===== src/rtl/regfile_pkg.sv =====
// Shared constants and types for the 32-entry register file.
// Holds the address width, register count, the hard-wired zero address and the address type.
package regfile_pkg;

    localparam int REG_ADDR_W = 5;
    localparam int NUM_REGS   = 32;

    typedef logic [REG_ADDR_W-1:0] reg_addr_t;

    localparam reg_addr_t ZERO_REG = 5'd0;

endpackage : regfile_pkg


===== src/rtl/reg_wr_decode.sv =====
// Write-address decoder: 5-bit register address to a 32-bit one-hot select.
// Ports: addr (in, 5b) -> sel (out, 32b one-hot). Purely combinational.
module reg_wr_decode
    import regfile_pkg::*;
(
    input  logic [REG_ADDR_W-1:0] addr,
    output logic [NUM_REGS-1:0]   sel
);

    always_comb begin
        sel       = '0;
        sel[addr] = 1'b1;
    end

endmodule : reg_wr_decode


===== src/rtl/reg_file_32x32.sv =====
// 32 x DATA_W register file, one write port, two registered read ports, r0 hard-wired to 0.
// Ports: clk, reset (sync, active-low), RegWrite/WriteReg/WriteData (write),
//        ReadReg1/ReadReg2 (read addresses), ReadData1/ReadData2 (data, 1-cycle latency).
// Build option: define REGFILE_BYPASS_EN to forward same-edge write data to the read ports.
module reg_file_32x32
    import regfile_pkg::*;
#(
    parameter int DATA_W = 32,
    parameter int NREG   = NUM_REGS
) (
    input  logic                  clk,
    input  logic                  reset,
    input  logic                  RegWrite,
    input  logic [REG_ADDR_W-1:0] WriteReg,
    input  logic [DATA_W-1:0]     WriteData,
    input  logic [REG_ADDR_W-1:0] ReadReg1,
    input  logic [REG_ADDR_W-1:0] ReadReg2,
    output logic [DATA_W-1:0]     ReadData1,
    output logic [DATA_W-1:0]     ReadData2
);

    logic [NUM_REGS-1:0] wr_sel;
    logic [NUM_REGS-1:0] wr_en;

    logic [DATA_W-1:0] regs_q [NREG];
    logic [DATA_W-1:0] regs_d [NREG];
    logic [DATA_W-1:0] rd1_q;
    logic [DATA_W-1:0] rd1_d;
    logic [DATA_W-1:0] rd2_q;
    logic [DATA_W-1:0] rd2_d;

    reg_wr_decode u_wr_decode (
        .addr (WriteReg),
        .sel  (wr_sel)
    );

    assign wr_en = wr_sel & {NUM_REGS{RegWrite}};

    // Entry 0 is forced to zero so it synthesises away and always reads 0.
    always_comb begin
        for (int i = 0; i < NREG; i++) begin
            regs_d[i] = wr_en[i] ? WriteData : regs_q[i];
        end
        regs_d[ZERO_REG] = '0;
    end

    always_comb begin
        rd1_d = regs_q[ReadReg1];
        rd2_d = regs_q[ReadReg2];
`ifdef REGFILE_BYPASS_EN
        // Forward the in-flight write; address 0 is never forwarded.
        if (RegWrite && (WriteReg == ReadReg1) && (ReadReg1 != ZERO_REG)) begin
            rd1_d = WriteData;
        end
        if (RegWrite && (WriteReg == ReadReg2) && (ReadReg2 != ZERO_REG)) begin
            rd2_d = WriteData;
        end
`endif
    end

    // Reset wins over a simultaneous write.
    always_ff @(posedge clk) begin
        if (!reset) begin
            for (int i = 0; i < NREG; i++) begin
                regs_q[i] <= '0;
            end
            rd1_q <= '0;
            rd2_q <= '0;
        end else begin
            for (int i = 0; i < NREG; i++) begin
                regs_q[i] <= regs_d[i];
            end
            rd1_q <= rd1_d;
            rd2_q <= rd2_d;
        end
    end

    assign ReadData1 = rd1_q;
    assign ReadData2 = rd2_q;

endmodule : reg_file_32x32

===== config.mk =====
export PLATFORM = sky130hd
export DESIGN_NAME = reg_file_32x32
export DESIGN_NICKNAME = d
export VERILOG_FILES = /design/src/rtl/regfile_pkg.sv /design/src/rtl/reg_wr_decode.sv /design/src/rtl/reg_file_32x32.sv
export SDC_FILE = /design/constraint.sdc
export NUM_CORES = 2
export LEC_CHECK = 0
export BUFFER_PORTS_ARGS = -buffer_cell sky130_fd_sc_hd__clkbuf_2
export CAP_MARGIN = 20
export CORE_ASPECT_RATIO = 0.6
export CORE_MARGIN = 4
export CORE_UTILIZATION = 45
export DETAILED_ROUTE_END_ITERATION = 10
export HOLD_SLACK_MARGIN = 0.03
export PLACE_DENSITY_LB_ADDON = 0.25
export SLEW_MARGIN = 20
export SYNTH_ARGS = -nofsm -noshare
export SYNTH_HDL_FRONTEND = slang
export SYNTH_SLANG_ARGS = --single-unit

===== constraint.sdc =====
create_clock -name clk -period 9.5 [get_ports clk]
set_clock_uncertainty 0.1 [all_clocks]
set_input_delay 1.425 -clock clk [delete_from_list [all_inputs] [get_ports clk]]
set_output_delay 1.425 -clock clk [all_outputs]
set_load 0.01 [all_outputs]

==> qor.yml <==
placement:
  dp_slack_ns: 4.48
  gp_congestion: 0.832
  io_buffers: 113
  dp.final_hpwl_um: 90900
synth:
  yosys.area.top_type: "edfxtp_1"
  syn_inst: 3111
  ys_async_sr_fraction_pct: 0
  seq_area_frac_synth_pct: 61.7
  ys_warn_count: 0
  synth-seq-cells: 1056
  synth_edf_count: 992
  synth_top_area_share_pct: 59.1
  ys_types: 42
  syn_area_per_cell_um2: 16.2
  ys.flop_type: "edfxtp_1"
  syn_area_um2: 50400
  synth.area.top_cells: "edfxtp_1, mux4_2, nor2_1"
  syn-num-nets: 3161
clock_tree:
  h-tree-depth: 3
  cts_tree: "yes"
  worstSkewPairLatency_ns: 0.70
  cts_sinks: 1056
  clockBufferDepth: 3
  clockRootBuffer: "clkbuf_16"
  numCtsBuffers: 96
  cts_resized: 0
  clk_pin_slew_ns: 0.06
  cts_setup_buffers: 0
  ctsHoldBuffers: 0
sta:
  hold_viol_final: 0
  period_share_pct: 45.3
  tightest_slew_ns: 1.11
  finalSetupViolations: 0
  tns_ns: 0
  relSlewSlack_pct: 26.3
  fmax_ghz: 0.232
  postLayoutSetupSlackWorst_ns: 5.20
  period_needed_ns: 4.30
  rsz0062_at_grt: "false"
  slew_violations: 0
global_route:
  track_usage_pct: 27.9
  grt-ovfl-total: 0
  grt_pass1_vias: 32200
  antenna_found_initial: 0
  grt_max_degree: 114
  grt_pass1_wl_um: 234000
critical_path:
  critPathArrivalTime_ns: 4.79
  slowest_delay_ns: 0.79
  path_max_fanout: 72
  crit_buf_inv: 3
  endpoint_kind: "flop"
  crit_chain: "buf_8 -> buf_4 -> buf_4 -> mux4_2 -> nor2b_1 -> nor3_1 -> o311a_1"
  rr_worst_depth: 4
  cp_common_cell: "buf_4"
  start_kind: "input pin"
  worstPathRequired_ns: 9.98
  crit_type: "in -> reg"
  cpMaxStageDelayCell: "buf_4"
  cp.depth: 7
  cpLargestDelayFamily: "buffers and inverters"
power_and_ir_drop:
  ir_worst_vdd_v: 0.000128
  p_leak_uw: 0.0188
  powerDensity_nw_per_um2: 198
cells_and_area:
  final_common_cell: "edfxtp_1"
  fillers: 9067
  post-route-util_pct: 50.5
  final_cell_mix: "edfxtp_1, nor2_1, mux4_2"
  n_antenna_cell: 0
  final_nets: 3164
  drive_gt1_share_pct: 28.8
  area.growth.synth_to_final_pct: 10.7
floorplanning:
  io_pins: 114
  fp.dieW_um: 440
  num_rows: 94
  die_y_um: 267
  core_area_um2: 110000
  die-area_um2: 118000
  start_util_pct: 45.7
detailed_routing:
  ant_nets: 0
  drt_iter0_markers: 4701
  drc: 0
  wl_um: 165000
  viasPerCell: 6.75
  first_pass_iters: 7
  wire_per_inst_um: 35.2
  via_count: 31600
run_status:
  run_status: "finished, final reports clean"
min_path:
  min_path_type: "reg -> reg"
  hold_depth: 3
run:
  maxCapViolCount: 0
-- layer usage --
layer / wire length [µm] / track usage (%)
met1: 63300 / 39.2
met2: 73900 / 41.9
met3: 20000 / 7.06
met4: 7520 / 11.6
met5: 0 / 0
-- per-stage QoR --
stage          total power [µW]  std cells  instance area [µm²]  hold WS (ns)
3_3_place_gp               6940       4504                52500         0.659
5_1_grt                   11300       4685                55800         0.727
2_1_floorplan              6490       3111                50400         0.578
4_1_cts                   11000       4685                55800         0.691
6_report                  11000       4685                55800         0.696
3_5_place_dp               6990       4504                52500         0.669
-- tightest hold or removal path: cells and delay by family (launching register included) --
kind             cells  cell delay (ns)
AO/OA/AOI/OAI        2             0.27
flip-flops           1             0.35
AND/OR/NAND/NOR      1             0.15
-- cells by family after synthesis --
logic type	synth area share [%]
flops	61.7
simple gates	6.36
mux	24.7
buf+inv	2.84
compound gates	4.42
-- path summary, 6_finish.rpt --
path / start / to / slack [ns]
worst max-delay path: ReadReg1[0] / ReadData1[12] / 5.20
worst min-delay path: regs_q[2][15] / ReadData1[15] / 0.70
worst max register to register: regs_q[9][21] / ReadData1[21] / 7.47
worst min register to register: regs_q[2][15] / ReadData1[15] / 0.70
-- synthesized netlist by cell type, types with 2 or more instances --
library cell and instances:
dfxtp_1 64, inv_1 33, edfxtp_1 992, o311a_1 30
a22oi_1 3, buf_4 18, o21ai_0 15, buf_1 5
a22o_1 33, or3b_2 2, o21a_1 26, nand2b_1 2
nand3b_1 4, o221ai_1 27, o221a_2 30, nand2_1 101
buf_2 71, o211a_1 6, nor2b_1 65, clkbuf_1 188
nor3_1 31, a221oi_1 30, mux2i_1 175, a21oi_1 36
or2_2 2, nor3b_1 3, buf_6 8, mux2_2 63
nand3_1 15, nor2_1 550, o211ai_1 30, mux4_2 443
-- sequential cells by signal, indices dropped and copies added, names as in the netlist --
| name | flops |
|---|---|
| ReadData1 | 32 |
| ReadData2 | 32 |
| regs_q | 992 |
-- report_power, final --
group	switching (µW)	internal (µW)	total, µW	leakage, µW
Sequential	190	5440	5630	0.0101
Clock	1790	2330	4120	0.00161
Combinational	736	546	1280	0.00717
-- layout make-up --
cell class / count / area [µm²] / area share (%)
Sequential cell: 1056 / 31100 / 55.7
Multi-Input combinational cell: 1732 / 18100 / 32.5
Clock buffer: 121 / 2680 / 4.81
Tap cell: 1488 / 1860 / 3.34
Timing Repair Buffer: 195 / 1280 / 2.30
Clock inverter: 60 / 611 / 1.09
Inverter: 33 / 124 / 0.222
Note: power is estimated with default switching activity, not from simulation.
